<file path="config.mk">
export PLATFORM = sky130hd
export DESIGN_NAME = disp_mux_gen_amisha
export DESIGN_NICKNAME = d
export VERILOG_FILES = /design/src/rtl/disp_mux_gen_amisha_pkg.sv /design/src/rtl/disp_mux_gen_amisha_tick_gen.sv /design/src/rtl/disp_mux_gen_amisha.sv
export SDC_FILE = /design/constraint.sdc
export NUM_CORES = 1
export LEC_CHECK = 0
export CAP_MARGIN = 30
export CORE_UTILIZATION = 40
export DETAILED_ROUTE_END_ITERATION = 10
export PLACE_DENSITY = 0.72
export SYNTH_ARGS = -nofsm -noshare
export SYNTH_HDL_FRONTEND = slang
export SYNTH_SLANG_ARGS = --single-unit
</file>
<file path="constraint.sdc">
create_clock -name clk_amisha -period 1.7 [get_ports clk_amisha]
set_input_delay 0.34 -clock clk_amisha [delete_from_list [all_inputs] [get_ports clk_amisha]]
set_output_delay 0.34 -clock clk_amisha [all_outputs]
set_load 0.1 [all_outputs]
</file>
<file path="src/rtl/disp_mux_gen_amisha_pkg.sv">
// Shared constants and helpers for the multiplexed 7-segment display driver.
package disp_mux_gen_amisha_pkg;

    // Cathode pattern with every segment (and dp) dark.
    localparam logic [7:0] SEG_OFF = 8'hFF;

    // Bits needed to count 0..n-1. Never less than 1, so n = 1 still gives a legal vector.
    function automatic int unsigned cnt_width(input int unsigned n);
        int unsigned w;
        w = 1;
        for (int unsigned i = 1; i < 32; i++) begin
            if ((32'd1 << i) < n) w = i + 1;
        end
        return w;
    endfunction

endpackage

</file>
<file path="src/rtl/disp_mux_gen_amisha_tick_gen.sv">
// Scan timebase: the slot counter, the digit index and a registered end-of-frame pulse.
module disp_mux_gen_amisha_tick_gen
    import disp_mux_gen_amisha_pkg::*;
#(
    parameter int unsigned DIV    = 50000,
    parameter int unsigned N_DIG  = 4,
    localparam int unsigned SlotW = cnt_width(DIV),
    localparam int unsigned IdxW  = cnt_width(N_DIG)
) (
    input  logic            clk_i,
    input  logic            rst_ni,
    input  logic            en_i,
    output logic [SlotW-1:0] slot_o,
    output logic [IdxW-1:0]  idx_o,
    output logic            frame_end_o,
    output logic            frame_o
);

    localparam logic [SlotW-1:0] SlotLast = SlotW'(DIV - 1);
    localparam logic [IdxW-1:0]  IdxLast  = IdxW'(N_DIG - 1);

    logic [SlotW-1:0] slot_q, slot_d;
    logic [IdxW-1:0]  idx_q, idx_d;
    logic             frame_q, frame_d;
    logic             slot_end, idx_last;

    assign slot_end = (slot_q == SlotLast);
    assign idx_last = (idx_q == IdxLast);

    // Advance slot/digit while enabled; the explicit compare lets non-power-of-2 N_DIG wrap.
    always_comb begin
        slot_d  = slot_q;
        idx_d   = idx_q;
        frame_d = 1'b0;
        if (en_i) begin
            if (slot_end) begin
                slot_d  = '0;
                idx_d   = idx_last ? '0 : idx_q + 1'b1;
                frame_d = idx_last;
            end else begin
                slot_d = slot_q + 1'b1;
            end
        end
    end

    // Counter and frame-pulse state.
    always_ff @(posedge clk_i or negedge rst_ni) begin
        if (!rst_ni) begin
            slot_q  <= '0;
            idx_q   <= '0;
            frame_q <= 1'b0;
        end else begin
            slot_q  <= slot_d;
            idx_q   <= idx_d;
            frame_q <= frame_d;
        end
    end

    assign slot_o      = slot_q;
    assign idx_o       = idx_q;
    assign frame_end_o = en_i & slot_end & idx_last;
    assign frame_o     = frame_q;

endmodule

</file>
<file path="src/rtl/disp_mux_gen_amisha.sv">
// N-digit 7-segment scanner with dead time, PWM brightness, per-digit blank/blink and frame strobe.
module disp_mux_gen_amisha
    import disp_mux_gen_amisha_pkg::*;
#(
    parameter int unsigned N_DIG   = 4,
    parameter int unsigned DIV     = 50000,
    parameter int unsigned DEAD    = 16,
    parameter int unsigned BRT_W   = 4,
    parameter int unsigned BLINK_W = 6
) (
    input  logic                 clk_amisha,
    input  logic                 reset_amisha,
    input  logic                 en_amisha,
    input  logic [8*N_DIG-1:0]   in_amisha,
    input  logic [N_DIG-1:0]     blank_amisha,
    input  logic [N_DIG-1:0]     blink_amisha,
    input  logic [BRT_W-1:0]     bright_amisha,
    output logic [N_DIG-1:0]     an_amisha,
    output logic [7:0]           sseg_amisha,
    output logic                 frame_amisha
);

    localparam int unsigned SlotW = cnt_width(DIV);
    localparam int unsigned IdxW  = cnt_width(N_DIG);
    localparam logic [SlotW-1:0] DeadCnt = SlotW'(DEAD);

    logic [SlotW-1:0]   slot;
    logic [IdxW-1:0]    idx;
    logic               frame_end;
    logic [BRT_W-1:0]   pwm_q;
    logic [BLINK_W-1:0] blink_q;
    logic [7:0]         sel_seg;
    logic               sel_blank, sel_blink, pwm_on, lit;
    logic [N_DIG-1:0]   an_d, an_q;
    logic [7:0]         sseg_d, sseg_q;

    disp_mux_gen_amisha_tick_gen #(
        .DIV   (DIV),
        .N_DIG (N_DIG)
    ) u_tick (
        .clk_i       (clk_amisha),
        .rst_ni      (reset_amisha),
        .en_i        (en_amisha),
        .slot_o      (slot),
        .idx_o       (idx),
        .frame_end_o (frame_end),
        .frame_o     (frame_amisha)
    );

    // Free-running PWM phase and blink frame counter; both freeze while disabled.
    always_ff @(posedge clk_amisha or negedge reset_amisha) begin
        if (!reset_amisha) begin
            pwm_q   <= '0;
            blink_q <= '0;
        end else begin
            if (en_amisha) pwm_q <= pwm_q + 1'b1;
            if (frame_end) blink_q <= blink_q + 1'b1;
        end
    end

    // Select the active digit's pattern and controls by compare, never indexing past N_DIG-1.
    always_comb begin
        sel_seg   = SEG_OFF;
        sel_blank = 1'b0;
        sel_blink = 1'b0;
        for (int k = 0; k < N_DIG; k++) begin
            if (idx == IdxW'(k)) begin
                sel_seg   = in_amisha[8*k +: 8];
                sel_blank = blank_amisha[k];
                sel_blink = blink_amisha[k];
            end
        end
    end

    // Light only outside dead time, inside the PWM on-window and when not blanked/blinked off.
    always_comb begin
        pwm_on = (pwm_q <= bright_amisha);
        lit    = en_amisha & (slot >= DeadCnt) & pwm_on & ~sel_blank
                 & ~(sel_blink & blink_q[BLINK_W-1]);
        for (int k = 0; k < N_DIG; k++) begin
            an_d[k] = ~(lit & (idx == IdxW'(k)));
        end
        sseg_d = lit ? sel_seg : SEG_OFF;
    end

    // Registered pin drivers; reset forces them dark without waiting for a clock.
    always_ff @(posedge clk_amisha or negedge reset_amisha) begin
        if (!reset_amisha) begin
            an_q   <= '1;
            sseg_q <= SEG_OFF;
        end else begin
            an_q   <= an_d;
            sseg_q <= sseg_d;
        end
    end

    assign an_amisha   = an_q;
    assign sseg_amisha = sseg_q;

endmodule

</file>
==> impl_results.md <==
* 1st-iter DRT viols at roughly 110
* FF-to-FF setup slack at -0.09 ns
* Wire length of the first global-routing pass at 8340 µm
* Fraction of registers with async set/reset at 1.00
* Crit path required time at about 1.9 ns
* CTS Sinks at 41
* Insertion delay to the later sink of the worst-skew pair at about 0.29 ns
* Synthesis-to-layout area growth at 64.7%
* Startpoint type of the worst setup path: flip-flop
* CP peak stage delay at around 0.42 ns
* Post-synthesis adder-cell area fraction at 0.0712
* Worst-Margin Slew at slightly below 0.5 ns
* DP Worst Slack at -0.502 ns
* Mux contribution to synthesized area at 0.0154
* DRC viols at 0
* VDD IR-drop max at 418 µV
* FF-to-FF End: sseg_amisha[3]
* Yosys reg bits at 41
* Leakage at about 1.5 nW
* Reg area at about 0.0010 mm²
* Critical Path Fanout Max at 5
* CP Cell Sequence: ha_4 -> nor2b_4 -> o211ai_1 -> a21oi_2 -> nor4_4 -> buf_4 -> nand3_2
* Die X at between 70 and 80 µm
* Max Clock Skew at 0.00975 ns
* Syn_nets at around 270
* Final HPWL DP at just under 4000 µm
* WL met3 at ~160 µm
* Failing checks: setup timing
* Core Rows at 26
* Crit-path slowest cell: dfrtp_1
* Number of enable flip-flop cells after synthesis at 0
* Worst hold path endpoint: blink_q[5]
* # IOs at 60
* DRT Pass-1 Iters at 4
* Seq/Total Area, Yosys at 0.494
* Placed Cells at around 360
* Max Clock Freq at about 560 MHz
* DR WL/cell at ~15 µm
* Compound-Gate Fraction of Synth Area at 0.103
* Yosys warns at 0
* Wl on met1 at 2410 µm
* Detail Route met2 WL at approximately 3000 µm
* Final Instance Area at 0.00347 mm²
* Kind of critical path: reg2reg
* Status: complete, but fails checks
* Core ar. at between 0.005 and 0.006 mm²
* TritonCTS clock tree: done
* Worst Hold Slack at roughly 0.5 ns
* CTS Buf Count at 5
* Ant diodes at 0
* Placed cell areas at 0.00312 mm²
* # Max-Cap Violations at 0
* Fin nets at between 300 and 400
* Routed WL at 5590 µm
* RSZ-0062 raised after global routing: yes
* Final Hold Fails at 0
* Worst slew margin at 0.676
* I/O Buffers at a little under 60
* Htree depth at 2
* Mapped Cells at ~200
* Final Cycle Share at 1.05
* Cell count of the worst hold path at 1
* Final slew viol count at 0
* Vias in the first global route at about 1,800
* Setup ws final at -0.0902 ns
* Post-synthesis xor/xnor area fraction at 0.0831
* Final ANT Viol Nets at 0
* Cell Area, Synth at 0.00211 mm²
* Simple-gate share of the synthesized area at 0.195
* Final Non-Filler Cells at around 370
* Gpl congestion at ~0.82
* Layout cells sized above 1 at 0.349
* Reg2reg start: pwm_q[1]
* Initial antenna violation count at 0
* Via count at approximately 2,000
* Crit path capture type: flip-flop
* Pwr dens at just over 900 mW/mm²
* Initial Utilization at 0.413
* Minimum period implied by the final worst setup slack at 1.79 ns
* Largest net degree at the start of global routing at 22
* Ys flop type: dfrtp_1
* Netlist cell types at 36
* DIE HEIGHT at ~75 µm
* GRT Util Overall at 0.201
* Worst-path clk slew at ~0.080 ns
* Root Buffer: clkbuf_8
* Hold Path Class: reg2reg
* Uppermost routed layer: met4
* Fillers at between 300 and 400
* Crit path DAT at around 2 ns
* Post-Syn Area per Cell at a little over 10 µm²
* Area of the multi-input gates at about 0.0012 mm²
* Via-to-Cell Ratio at between 5 and 6
* Die area at between 0.005 and 0.006 mm²
* Grt total ovfl at 0
* R2R cell count at 7
* Hold path start: blink_q[5]
* Largest family of logic cells by synthesized area: simple AND/OR/NAND/NOR gates
* Final setup viols at 11
* Clock tree buffer depth at 2
## worst max-delay path, delay by kind of cell (launching register included)
kind	cells	cell delay (ns)
flip-flops	1	0.42
AO/OA/AOI/OAI	2	0.32
AND/OR/NAND/NOR	3	0.51
adder cells (fa/ha/maj)	1	0.23
buffers and inverters	1	0.22
## per-stage QoR
step / power, mW / utilization / TNS, ns
after floorplan: 1.75 / - / -0.0123
after global placement: 2.18 / 0.611 / -7.22
after detailed placement: 2.21 / 0.611 / -7.86
after CTS: 3.07 / 0.650 / -1.83
after global routing: 3.32 / 0.680 / -1.41
final: 3.16 / 0.680 / -0.585
## cell usage in the layout, fill, tap and decap left out, types with 4 or more instances in the layout
cell,instances
buf_4,35
a22oi_1,8
clkbuf_8,5
buf_12,14
dfrtp_1,29
dfstp_2,12
xnor2_1,11
nor2_1,12
nand2_1,18
nand3_1,7
inv_1,12
nand3_2,8
nor3_1,4
ha_1,5
clkdlybuf4s50_1,43
ha_4,4
xor2_1,9
o221ai_1,8
nand4_1,9
## Yosys cell counts, drive strengths merged, types with 2 or more instances
| cell | count | area [µm²] |
|---|---|---|
| a21o | 2 | 15.0 |
| a21oi | 4 | 20.0 |
| a22oi | 8 | 60.1 |
| and2 | 3 | 18.8 |
| and3 | 4 | 26.3 |
| and4 | 3 | 27.5 |
| buf | 5 | 25.0 |
| clkbuf | 2 | 7.51 |
| dfrtp | 29 | 726 |
| dfstp | 12 | 315 |
| ha | 12 | 150 |
| inv | 13 | 48.8 |
| mux2 | 2 | 22.5 |
| nand2 | 19 | 71.3 |
| nand3 | 15 | 75.1 |
| nand4 | 9 | 56.3 |
| nor2 | 13 | 48.8 |
| nor2b | 3 | 18.8 |
| nor3 | 6 | 30.0 |
| nor4 | 2 | 12.5 |
| o21ai | 4 | 20.0 |
| o221ai | 8 | 70.1 |
| or3 | 2 | 17.5 |
| xnor2 | 11 | 96.3 |
| xor2 | 9 | 78.8 |
## power breakdown
group	internal [mW]	total (mW)	switching [mW]
Sequential	1.13	1.27	0.141
Combinational	0.556	1.10	0.541
Clock	0.439	0.791	0.352
## worst max path at each step
stage	from	endpoint	slack, ns	cells past startpoint
2_1_floorplan	pwm_q[1]	sseg_amisha[0]	-0.002	7
3_5_place_dp	bright_amisha[1]	sseg_amisha[0]	-0.50	9
5_1_grt	pwm_q[1]	sseg_amisha[3]	-0.15	7
6_report	pwm_q[1]	sseg_amisha[3]	-0.09	7
3_3_place_gp	bright_amisha[1]	sseg_amisha[6]	-0.47	9
4_1_cts	pwm_q[1]	sseg_amisha[5]	-0.20	7
## area by class of cell
cell class | count | share of cell area
clock buffers | 5 | 0.0198
clock inverters | 3 | 0.0133
inverters | 13 | 0.0140
multi-input cells | 145 | 0.334
flip-flops and latches | 41 | 0.300
well taps | 70 | 0.0252
repair buffers | 97 | 0.294
## cells by family after synthesis
kind of cell	Yosys count
AND/OR/NAND/NOR	80
flip-flops	41
AO/OA/AOI/OAI	30
XOR/XNOR	20
buffers and inverters	20
adder cells (fa/ha/maj)	12
multiplexers	3
## per-layer routing
layer | up-vias | GRT usage
li1 | 927 | -
met1 | 979 | 0.267
met2 | 39 | 0.337
met3 | 5 | 0.0285
met4 | 0 | 0.0692
met5 | - | 0
## what timing repair did
action	CTS	global route
setup endpoints to repair	13	19
pin swaps	6	13
hold buffers	1	0
endpoints found under the hold margin	12	0
resized for setup	16	23
cloned	1	0
buffers inserted	0	6
## state kept, by name (all words and copies together), names as in the netlist
register / count
u_tick.frame_o: 1
pwm_q: 4
an_amisha: 4
u_tick.idx_o: 2
sseg_amisha: 8
blink_q: 6
u_tick.slot_o: 16
No activity file was read; power rests on OpenSTA's default activity.
